File: src/rtl/decoder_scan.sv
// Registered N-to-2^N one-hot decoder with enable, direct decode and auto-scan modes.
// Latency: one cycle from any sampled input to o_out/o_idx/o_valid/o_wrap (all registered).
// Backpressure: none; the block accepts new inputs every cycle. i_e=0 blanks the output and pauses scanning.
//
// Ports:
//   i_clk    rising-edge clock
//   i_rst_n  synchronous active-low reset
//   i_e      enable; 0 blanks o_out and pauses the scan
//   i_mode   0 = direct decode of i_in, 1 = auto-scan
//   i_load   scan mode only: load i_in into the scan index
//   i_in     select value (direct) or load value (scan)
//   i_dir    scan direction, 0 = up, 1 = down (only with DECODER_SCAN_DIR_EN)
//   o_out    one-hot output, bit o_idx set (or all-zero)
//   o_idx    index currently driven on o_out
//   o_valid  1 when o_out is non-zero
//   o_wrap   one-cycle pulse when o_out first shows a wrapped scan index
//
// Optional feature: define DECODER_SCAN_DIR_EN to add i_dir (down-scan support).
// Without it the scan runs up only.

module decoder_scan #(
    parameter int N     = 3,
    parameter int DWELL = 4
) (
    input  logic              i_clk,
    input  logic              i_rst_n,
    input  logic              i_e,
    input  logic              i_mode,
    input  logic              i_load,
    input  logic [N-1:0]      i_in,
`ifdef DECODER_SCAN_DIR_EN
    input  logic              i_dir,
`endif
    output logic [(1<<N)-1:0] o_out,
    output logic [N-1:0]      o_idx,
    output logic              o_valid,
    output logic              o_wrap
);

    localparam int            OW        = 1 << N;
    localparam int            DW        = (DWELL > 1) ? $clog2(DWELL) : 1;
    localparam logic [DW-1:0] DCNT_LAST = DW'(DWELL - 1);
    localparam logic [N-1:0]  IDX_MAX   = {N{1'b1}};

    logic [N-1:0]  r_sidx;
    logic [DW-1:0] r_dcnt;
    // Set while the previous edge was an enabled scan-mode edge. The first scan
    // edge after reset, a pause or direct mode only re-arrives at r_sidx, so the
    // held index gets its full dwell instead of being shortened by one cycle.
    logic          r_scan_q;

    logic          w_dir_dn;
    logic [N-1:0]  w_step_idx;
    logic          w_step_wrap;
    logic [N-1:0]  w_sidx_nxt;
    logic [DW-1:0] w_dcnt_nxt;
    logic          w_wrap_nxt;

`ifdef DECODER_SCAN_DIR_EN
    assign w_dir_dn = i_dir;
`else
    assign w_dir_dn = 1'b0;
`endif

    // Modulo-2^N stepping falls out of the N-bit arithmetic.
    assign w_step_idx  = w_dir_dn ? (r_sidx - N'(1)) : (r_sidx + N'(1));
    assign w_step_wrap = w_dir_dn ? (r_sidx == '0) : (r_sidx == IDX_MAX);

    // Next scan state, used only on enabled scan-mode edges.
    always_comb begin
        w_sidx_nxt = r_sidx;
        w_dcnt_nxt = r_dcnt;
        w_wrap_nxt = 1'b0;
        if (i_load) begin
            // Load outranks a dwell expiry; a load never signals a wrap.
            w_sidx_nxt = i_in;
            w_dcnt_nxt = '0;
        end else if (!r_scan_q) begin
            w_dcnt_nxt = '0;
        end else if (r_dcnt == DCNT_LAST) begin
            w_sidx_nxt = w_step_idx;
            w_dcnt_nxt = '0;
            w_wrap_nxt = w_step_wrap;
        end else begin
            w_dcnt_nxt = r_dcnt + DW'(1);
        end
    end

    always_ff @(posedge i_clk) begin
        if (!i_rst_n) begin
            r_sidx   <= '0;
            r_dcnt   <= '0;
            r_scan_q <= 1'b0;
            o_out    <= '0;
            o_idx    <= '0;
            o_valid  <= 1'b0;
            o_wrap   <= 1'b0;
        end else if (!i_e) begin
            // Pause: blank the output, keep o_idx and r_sidx, restart the dwell.
            r_dcnt   <= '0;
            r_scan_q <= 1'b0;
            o_out    <= '0;
            o_valid  <= 1'b0;
            o_wrap   <= 1'b0;
        end else if (!i_mode) begin
            // Direct decode; scan state is left untouched for a later return.
            r_scan_q <= 1'b0;
            o_idx    <= i_in;
            o_out    <= OW'(1) << i_in;
            o_valid  <= 1'b1;
            o_wrap   <= 1'b0;
        end else begin
            r_sidx   <= w_sidx_nxt;
            r_dcnt   <= w_dcnt_nxt;
            r_scan_q <= 1'b1;
            o_idx    <= w_sidx_nxt;
            o_out    <= OW'(1) << w_sidx_nxt;
            o_valid  <= 1'b1;
            o_wrap   <= w_wrap_nxt;
        end
    end

endmodule

File: config.mk
export PLATFORM = sky130hd
export DESIGN_NAME = decoder_scan
export DESIGN_NICKNAME = d
export VERILOG_FILES = /design/src/rtl/decoder_scan.sv
export SDC_FILE = /design/constraint.sdc
export NUM_CORES = 1
export LEC_CHECK = 0
export ABC_AREA = 0
export CORE_UTILIZATION = 42
export DETAILED_ROUTE_END_ITERATION = 6
export GPL_TIMING_DRIVEN = 0
export PLACE_DENSITY_LB_ADDON = 0.12
export SYNTH_ARGS = -nofsm -noshare
export SYNTH_HDL_FRONTEND = slang
export SYNTH_SLANG_ARGS = --single-unit
File: constraint.sdc
create_clock -name i_clk -period 1.6 [get_ports i_clk]
set_input_delay 0.48 -clock i_clk [delete_from_list [all_inputs] [get_ports i_clk]]
set_output_delay 0.48 -clock i_clk [all_outputs]
set_load 0.02 [all_outputs]
==> flow_summary_export.csv, run 1 <==
group,metric,value,unit
final_layout,final_common_cell,"dfxtp_1",
place,gp_congestion,0.768,
timing,hold_viol,0,
grt,gr-total-overflow,0,
grt,grt_pass1_vias,643,
final_layout,drive_above_1_share,22.1,%
floorplan,io_pins,21,
synth,synthesis.area,845,µm²
synth,synth.distinct_cells,32,
critical_path,path_common_cell,"ha_4",
floorplan,core_area,1800,µm²
place,placed_area,1050,µm²
clock_tree,postCtsHoldBufs,0,
synth,syn_nets,102,
status,status,"finished, violations left",
synth,synth_top_area_share,45.0,%
synth,synthTopCellsByArea,"dfxtp_1 45%, ha_1 5.9%, nand2_1 3.6%",
critical_path,worstPathArrival,1.85,ns
final_layout,mostFrequentLayoutCells,"17 x dfxtp_1, 13 x dlygate4sd2_1, 7 x nand2_1, 6 x nor2_1, 5 x nor3_1",
drt,drc_errors,0,
critical_path,slowest_stage,"dfxtp_4",
power,power.density,765,nW/µm²
timing,fin_skew,0.00425,ns
power,p_int,0.000649,W
final_layout,fin_nets,126,
clock_tree,clock_path_buffers,2,
floorplan,rows,15,
floorplan,start_util,46.9,%
critical_path,worst_setup_path_end_kind,"register",
clock_tree,cts-root-buf,"clkbuf_4",
drt,vias_per_cell,5.45,
run,max_cap_viol_count,0,
critical_path,cp_data_required_time,1.83,ns
power,seq_power_share,56.3,%
place,dp_hpwl,1.27,mm
timing,rsz0062_at_grt,"yes",
grt,grt_max_degree,11,
critical_path,cp_max_fo,5,
synth,syn_inst,90,
drt,num_vias,752,
clock_tree,cts_sinks,19,
timing,setup_violations,1,
critical_path,cp-start-kind,"register",
final_layout,final_util,64.2,%
final_layout,diodes,0,
timing,slew_viol_final,0,
clock_tree,clock_latency,0.29,ns
synth,synth_seq_cells,19,
synth,ys_seq_area_share,45.0,%
status,violations,"negative setup slack",
place,dp_slack,-0.400,ns
clock_tree,clkTransAtPathRegs,0.11,ns
power,clockPowerShare,27.1,%
power,totalPowerFinal,0.000884,W
drt,drt-wirelength-per-cell,13.4,µm
clock_tree,cts_buffers,3,
min_path,hp-class,"reg -> reg",
clock_tree,htree_levels,1,
floorplan,die_height,46.8,µm
synth,synth.largest_area_cell,"dfxtp_1",
floorplan,die_x,46.8,µm
clock_tree,cts_tree,"yes",
drt,drt-initial-drc-count,18,
synth,yosys_warnings,0,
place,io_buffers,17,
critical_path,critPathKind,"reg -> reg",
synth,syn_avg_cell_area,9.38,µm²
floorplan,dieArea,2190,µm²
drt,finalWirelength,1.85,mm
drt,dr.pass1.iters,4,
timing,whs,0.488,ns
grt,grt_antenna_before_repair,0,
power,p_sw_share,26.6,%
critical_path,crit_chain,"ha_4 -> ha_4 -> and3_4 -> nor2_2 -> a211o_4 -> nor3b_2",
final_layout,syn_to_final_growth,36.9,%
drt,ant_nets,0,
power,p_leak,0.509,nW
grt,grt_pass1_wl,2.77,mm
power,ir_worst_vdd,688,µV
timing,min_period,1.62,ns
timing,worst_slew_pin_slew,0.563,ns
timing,setup_ws,-0.0193,ns
timing,fin_crit_sh,101,%
power,p_sw,0.000235,W
critical_path,critPathMaxStageDelay,0.38,ns
power,p_comb_share,16.5,%
grt,grt_usage,18.5,%
timing,max_freq,0.618,GHz
final_layout,final_area,1160,µm²
timing,slew_headroom,61.9,%
[stage by stage]
stage / TNS [ns] / instances
2_1_floorplan: 0 / 90
3_3_place_gp: -2.80 / 132
3_5_place_dp: -2.99 / 132
4_1_cts: -0.0312 / 136
5_1_grt: -0.354 / 138
6_report: -0.0193 / 138
[repair_timing]
action / CTS / global route
setup endpoints to repair: 23 / 8
pin swaps: 8 / 3
buffers inserted: 0 / 2
resized for setup: 25 / 7
[layer usage]
layer / up-vias / wire length, µm / track usage (%)
met1: 368 / 854 / 23.2
met3: 4 / 70 / 3.46
met2: 15 / 896 / 30.6
li1: 365 / - / -
met5: - / 0 / 0
met4: 0 / 28 / 8.57
[flip-flops by register name, summed over array words and instances, names as in the netlist]
signal	count
o_idx	3
o_out	8
o_valid	1
o_wrap	1
r_dcnt	2
r_scan_q	1
r_sidx	3
[layout make-up]
type / instances / area [µm²]
Tap cell: 25 / 31.3
Clock buffer: 4 / 26.3
Fill cell: 169 / 646
Sequential cell: 19 / 385
Multi-Input combinational cell: 66 / 509
Timing Repair Buffer: 19 / 171
Inverter: 1 / 3.75
Buffer: 4 / 28.8
[critical path: cells and delay by family (launching register included)]
kind            cells  cell delay [ns]
simple gates        3             0.42
fa+ha+maj           2             0.41
flops               1             0.38
compound gates      1             0.35
[kinds of logic after synthesis]
family	count (synthesis)	share of synthesized area, %
DFF	19	45.0
and+or+nand+nor	40	26.7
buffers and inverters	5	3.85
adders and majority gates	4	5.93
AOI/OAI and AO/OA	20	16.3
xor gates and xnor gates	1	1.04
muxes	1	1.19
[cells in the mapped netlist]
master     n
nor2_1     7
xor2_1     1
o21ai_0    2
o311a_1    1
nor2b_2    1
buf_2      1
nand2b_1   4
and2_1     1
and4_1     1
a211o_1    2
dfxtp_1   19
o21ai_1    2
nand2_1    8
clkbuf_2   1
and3_1     2
a21oi_1    4
mux2i_1    1
a31oi_1    2
nand3_1    4
buf_4      1
nor3_1     5
o31ai_1    1
a21boi_0   3
buf_6      1
inv_1      1
a21o_1     2
o31ai_2    1
nor2b_1    1
ha_1       4
nor4b_1    1
nor3b_2    2
nand3b_1   3
[final timing paths]
path	from	endpoint	slack [ns]	depth (start not counted)
max reg2reg	r_sidx[0]	o_out[5]	-0.02	6
max	r_sidx[0]	o_out[5]	-0.02	6
min	o_idx[1]	o_idx[1]	0.49	2
min reg2reg	o_idx[1]	o_idx[1]	0.49	2
[power groups by stage]
stage | sequential (W) | clock [W] | combinational (W)
after CTS | 0.000498 | 0.000248 | 0.000131
after global placement | 0.000507 | 0 | 0.000130
final | 0.000498 | 0.000240 | 0.000146
after detailed placement | 0.000508 | 0 | 0.000132
after floorplan | 0.000521 | 0 | 0.0000677
after global routing | 0.000500 | 0.000263 | 0.000160
(Power assumes the default switching activity.)
==> run 2: changes to the inputs <==
--- a/config.mk
+++ b/config.mk
@@ -9,7 +9,7 @@
 export CORE_UTILIZATION = 42
 export DETAILED_ROUTE_END_ITERATION = 6
 export GPL_TIMING_DRIVEN = 0
-export PLACE_DENSITY_LB_ADDON = 0.12
+export PLACE_DENSITY_LB_ADDON = 0.25
 export SYNTH_ARGS = -nofsm -noshare
 export SYNTH_HDL_FRONTEND = slang
 export SYNTH_SLANG_ARGS = --single-unit
==> run 2 against run 1 <==
  * The run still ends with negative setup slack left
  * Global-route usage grew 0.094 points
  * Die area is the same
  * Worst hold slack lost 0.00056 ns
  * Design area grew 0.32%
  * Utilization grew 0.21 points
  * Clock skew grew 0.0094 ns
  * Combinational power is essentially flat
  * Routed wire length shrank 1.1%
  * Clock-buffer cell count shrank 1
  * First-iteration DRC count shrank 11%
  * Clock power is essentially flat
  * Sequential share of layout area shrank 0.11 points
==> flow_summary_export.csv, run 2 (synthesis results as in run 1) <==
group,metric,value,unit
status,status,"finished, violations left",
status,violations,"negative setup slack",
drt,drt-wirelength-per-cell,13.2,µm
timing,tns,-0.0391,ns
timing,max_freq,0.613,GHz
timing,whs,0.487,ns
final_layout,largest_register,"o_out",
floorplan,core_area,1800,µm²
grt,grt_pass1_vias,673,
final_layout,diodes,0,
timing,worst_slew_pin_slew,0.395,ns
place,io_buffers,17,
floorplan,die_height,46.8,µm
critical_path,crit_chain,"ha_4 -> ha_4 -> and3_4 -> nor2_2 -> a211o_4 -> nor3b_2",
floorplan,start_util,46.9,%
power,p_sw,0.000237,W
final_layout,syn_to_final_growth,37.3,%
drt,dr.pass1.iters,5,
clock_tree,cts_buffers,3,
grt,grt_pass1_wl,2.84,mm
timing,fin_skew,0.0136,ns
final_layout,largest_reg_flops,8,
place,gp_congestion,0.802,
critical_path,critPathKind,"reg -> reg",
drt,drt-initial-drc-count,16,
power,ir_worst_vdd,516,µV
place,placed_area,1050,µm²
final_layout,fin_nets,127,
grt,grt_usage,18.6,%
grt,grt_antenna_before_repair,0,
timing,rsz0062_at_grt,"yes",
critical_path,worst_setup_path_end_kind,"register",
grt,grt_max_degree,12,
drt,vias_per_cell,5.29,
final_layout,final_util,64.4,%
final_layout,final_area,1160,µm²
clock_tree,cts_sinks,19,
place,dp_hpwl,1.26,mm
final_layout,final_common_cell,"dfxtp_1",
timing,setup_violations,3,
drt,finalWirelength,1.83,mm
power,clockPowerShare,27.3,%
clock_tree,cts-root-buf,"clkbuf_4",
critical_path,worstPathArrival,1.85,ns
critical_path,cp_max_fo,5,
final_layout,mostFrequentLayoutCells,"17 x dfxtp_1, 14 x dlygate4sd2_1, 7 x nand2_1, 6 x nor2_1",
power,p_comb_share,16.3,%
critical_path,cp-start-kind,"register",
floorplan,io_pins,21,
timing,min_period,1.63,ns
timing,setup_ws,-0.0314,ns
clock_tree,clkTransAtPathRegs,0.12,ns
run,max_cap_viol_count,0,
timing,slew_viol_final,0,
power,totalPowerFinal,0.000881,W
drt,drc_errors,0,
critical_path,r2r_slack,-0.03,ns
power,p_leak,0.507,nW
critical_path,critPathMaxStageDelay,0.36,ns
critical_path,slowest_stage,"dfxtp_2",
drt,ant_nets,0,
clock_tree,cts_tree,"yes",
critical_path,cp_data_required_time,1.82,ns
clock_tree,htree_levels,1,
clock_tree,clock_path_buffers,2,
power,power.density,759,nW/µm²
drt,num_vias,735,
floorplan,dieArea,2190,µm²
grt,gr-total-overflow,0,
floorplan,die_x,46.8,µm
final_layout,largestRegisters,"o_out: 8 flops, o_idx: 3 flops, r_sidx: 3 flops",
floorplan,rows,15,
clock_tree,clock_latency,0.30,ns
timing,hold_viol,0,
power,p_int,0.000643,W
final_layout,drive_above_1_share,24.6,%
power,seq_power_share,56.4,%
critical_path,path_common_cell,"ha_4",
timing,fin_crit_sh,102,%
power,p_sw_share,27.0,%
min_path,hp-class,"in -> reg",
timing,slew_headroom,73.7,%
## run 2: cell types whose count changed in the layout (fill, tap and decap cells not counted), sizes merged
| cell | delta |
|---|---|
| dlymetal6s2s | -1 |
| buf | +1 |
| clkinv | +1 |
| clkbuf | -1 |
| dlygate4sd2 | +1 |
## run 2: area by class of cell
| class | count | area (µm²) |
|---|---|---|
| Timing Repair Buffer | 20 | 175 |
| Clock buffer | 3 | 22.5 |
| Clock inverter | 1 | 5.00 |
| Sequential cell | 19 | 385 |
| Tap cell | 25 | 31.3 |
| Buffer | 4 | 28.8 |
| Fill cell | 172 | 642 |
| Inverter | 1 | 3.75 |
| Multi-Input combinational cell | 66 | 508 |
## run 2: repair_timing
| action | 4_1_cts | 5_1_grt |
|---|---|---|
| endpoints found under the setup margin | 23 | 8 |
| hold buffers | 0 | 0 |
| setup buffers | 3 | 0 |
| hold endpoints to repair | 0 | 0 |
| gates resized for setup | 27 | 5 |
| pin swaps | 8 | 6 |
## run 2: power groups by stage
stage	combinational, W	clock (W)	sequential (W)
6_report	0.000143	0.000240	0.000497
5_1_grt	0.000153	0.000263	0.000499
4_1_cts	0.000135	0.000241	0.000497
3_5_place_dp	0.000131	0	0.000508
3_3_place_gp	0.000130	0	0.000507
2_1_floorplan	0.0000677	0	0.000521
## run 2: stage by stage
stage               worst slack [ns]  instances
detailed placement            -0.448        132
finish                       -0.0314        139
global route                 -0.0850        139
CTS                          -0.0470        139
floorplan                     0.0149         90
global placement              -0.409        132
## run 2: routing by layer
metal  wire (µm)  up-vias  global-route usage, %
met5           0        -                      0
met1         864      339                   24.0
met4          24        0                   8.57
met2         875       24                   30.0
met3          65        4                   3.46
li1            -      368                      -
## run 2: final timing paths
check,cells after the start,endpoint,startpoint
hold reg to reg,2,o_idx[2],o_idx[2]
setup reg to reg,6,o_out[5],r_sidx[0]
setup / recovery,6,o_out[5],r_sidx[0]
hold / removal,2,r_sidx[0],i_rst_n
## run 2: critical path: cells and delay by family (launching register included)
family	cells	cell delay, ns
AND/OR/NAND/NOR	3	0.42
adder cells (fa/ha/maj)	2	0.40
flip-flops	1	0.36
AO/OA/AOI/OAI	1	0.36
==> run 3: changes to the inputs <==
--- a/config.mk
+++ b/config.mk
@@ -10,6 +10,7 @@
 export DETAILED_ROUTE_END_ITERATION = 6
 export GPL_TIMING_DRIVEN = 0
 export PLACE_DENSITY_LB_ADDON = 0.25
+export SETUP_SLACK_MARGIN = 0.3
 export SYNTH_ARGS = -nofsm -noshare
 export SYNTH_HDL_FRONTEND = slang
 export SYNTH_SLANG_ARGS = --single-unit
==> run 3 against run 2 <==
  * The run still ends with negative setup slack left
  * Sequential power shrank 0.8%
  * Critical path depth is the same
  * Total power shrank 1.3%
  * Combinational power is essentially flat
  * Maximum frequency is essentially flat
  * Die area is the same
  * First-iteration DRC count grew 63%
  * Critical path type unchanged
  * Critical endpoint unchanged
  * Largest cell class unchanged
  * Largest power group unchanged
==> flow_summary_export.csv, run 3 (synthesis results as in run 1) <==
group,metric,value,unit
timing,max_freq,0.613,GHz
timing,slew_headroom,77.5,%
floorplan,io_pins,21,
run,max_cap_viol_count,0,
grt,grt_max_degree,12,
timing,slew_viol_final,0,
timing,rsz0062_at_grt,"yes",
clock_tree,cts_sinks,19,
floorplan,dieArea,2190,µm²
critical_path,cp.buffers_inverters,0,
status,violations,"negative setup slack",
status,status,"finished, violations left",
place,io_buffers,17,
drt,drc_errors,0,
clock_tree,htree_levels,1,
min_path,hp-class,"in -> reg",
final_layout,diodes,0,
timing,worst_slew_pin_slew,0.338,ns
critical_path,slowest_stage,"dfxtp_4",
final_layout,largestRegisters,"o_out: 8 flops, o_idx: 3 flops, r_sidx: 3 flops",
critical_path,critPathMaxStageDelay,0.37,ns
grt,gr-total-overflow,0,
clock_tree,cts-root-buf,"clkbuf_4",
grt,grt_pass1_vias,633,
final_layout,largest_register,"o_out",
power,totalPowerFinal,0.000870,W
grt,grt_usage,18.2,%
timing,fin_skew,0.00365,ns
floorplan,die_height,46.8,µm
timing,setup_violations,1,
power,power.density,744,nW/µm²
final_layout,fin_nets,128,
drt,num_vias,750,
critical_path,worst_setup_path_end_kind,"register",
final_layout,syn_to_final_growth,38.4,%
power,p_leak,0.483,nW
place,dp_slack,-0.412,ns
floorplan,start_util,46.9,%
critical_path,cp-start-kind,"register",
timing,setup_ws,-0.0319,ns
final_layout,drive_above_1_share,40.9,%
drt,ant_nets,0,
timing,whs,0.488,ns
timing,fin_crit_sh,102,%
clock_tree,cts_tree,"yes",
critical_path,path_common_cell,"ha_4",
critical_path,cp_data_required_time,1.82,ns
timing,min_period,1.63,ns
floorplan,rows,15,
power,ir_worst_vdd,576,µV
clock_tree,postCtsHoldBufs,0,
grt,grt_pass1_wl,2.83,mm
final_layout,largest_reg_flops,8,
final_layout,mostFrequentLayoutCells,"14 x dfxtp_1, 11 x buf_2, 8 x buf_4, 7 x nand2_1, 6 x nor2_1",
grt,grt_antenna_before_repair,0,
clock_tree,cts_buffers,3,
floorplan,core_area,1800,µm²
drt,drt-initial-drc-count,26,
critical_path,cp_max_fo,5,
clock_tree,clkTransAtPathRegs,0.11,ns
drt,drt-wirelength-per-cell,12.8,µm
drt,vias_per_cell,5.36,
critical_path,path_delay_family,"simple AND/OR/NAND/NOR gates",
timing,hold_viol,0,
critical_path,crit_chain,"ha_4 -> ha_4 -> and3_4 -> nor2_2 -> a211o_4 -> nor3b_2",
place,dp_hpwl,1.23,mm
floorplan,die_x,46.8,µm
drt,finalWirelength,1.79,mm
critical_path,worstPathArrival,1.85,ns
critical_path,critPathKind,"reg -> reg",
clock_tree,clock_latency,0.29,ns
drt,dr.pass1.iters,4,
place,gp_congestion,0.784,
clock_tree,clock_path_buffers,2,
final_layout,final_common_cell,"dfxtp_1",
## run 3: changes by cell type in the layout (fill, tap and decap cells not counted), moves of 2 or more
cell / delta
dlygate4sd2_1: -12
dfxtp_1: -3
buf_4: +4
buf_2: +10
ha_4: +2
dfxtp_4: +3
## run 3: what timing repair did
action	CTS	global route
resized for setup	70	8
setup endpoints to repair	26	17
setup buffers	2	2
pin swaps	7	6
## run 3: routing by layer
metal  vias to the layer above  share of wire (%)  GRT usage (%)
met5                         -                  0              0
met4                         0               0.34           5.14
met3                         2                9.0           2.69
met2                        35                 48           30.3
met1                       343                 43           24.5
li1                        370                  -              -
## run 3: path summary, 6_finish.rpt
kind,start,endpoint,slack [ns],depth (start not counted)
max,r_sidx[0],o_out[5],-0.03,6
min reg2reg,o_idx[2],o_idx[2],0.49,2
max reg2reg,r_sidx[0],o_out[5],-0.03,6
min,i_mode,r_dcnt[0],0.49,3
## run 3: worst register-to-register path, stage by stage, from the launching register on
cell	delay [ns]
dfxtp_4	0.37
ha_4	0.16
ha_4	0.25
and3_4	0.20
nor2_2	0.05
a211o_4	0.36
nor3b_2	0.17
## run 3: power breakdown
group | total [W] | leakage [nW] | switching [W] | internal, W
logic | 0.000144 | 0.307 | 0.0000807 | 0.0000636
clock network | 0.000232 | 0.0177 | 0.000140 | 0.0000927
registers | 0.000493 | 0.158 | 0.00000970 | 0.000483
total | 0.000870 | 0.483 | 0.000230 | 0.000640
## run 3: layout make-up
cell class,count,area [µm²]
buffer,4,28.8
fill,159,633
tap,25,31.3
clock buffer,3,22.5
sequential,19,397
clock inverter,1,5.00
multi-input combinational,66,541
inverter,1,3.75
timing repair buffer,21,140
## run 3: stage by stage
stage          instances  util, %  setup TNS [ns]  area (µm²)
6_report             140     64.9         -0.0319        1170
5_1_grt              140     64.9          -0.248        1170
4_1_cts              138     62.8         -0.0260        1130
3_5_place_dp         132     60.3           -2.55        1090
3_3_place_gp         132     60.3           -2.63        1090
2_1_floorplan         90        -               0         886
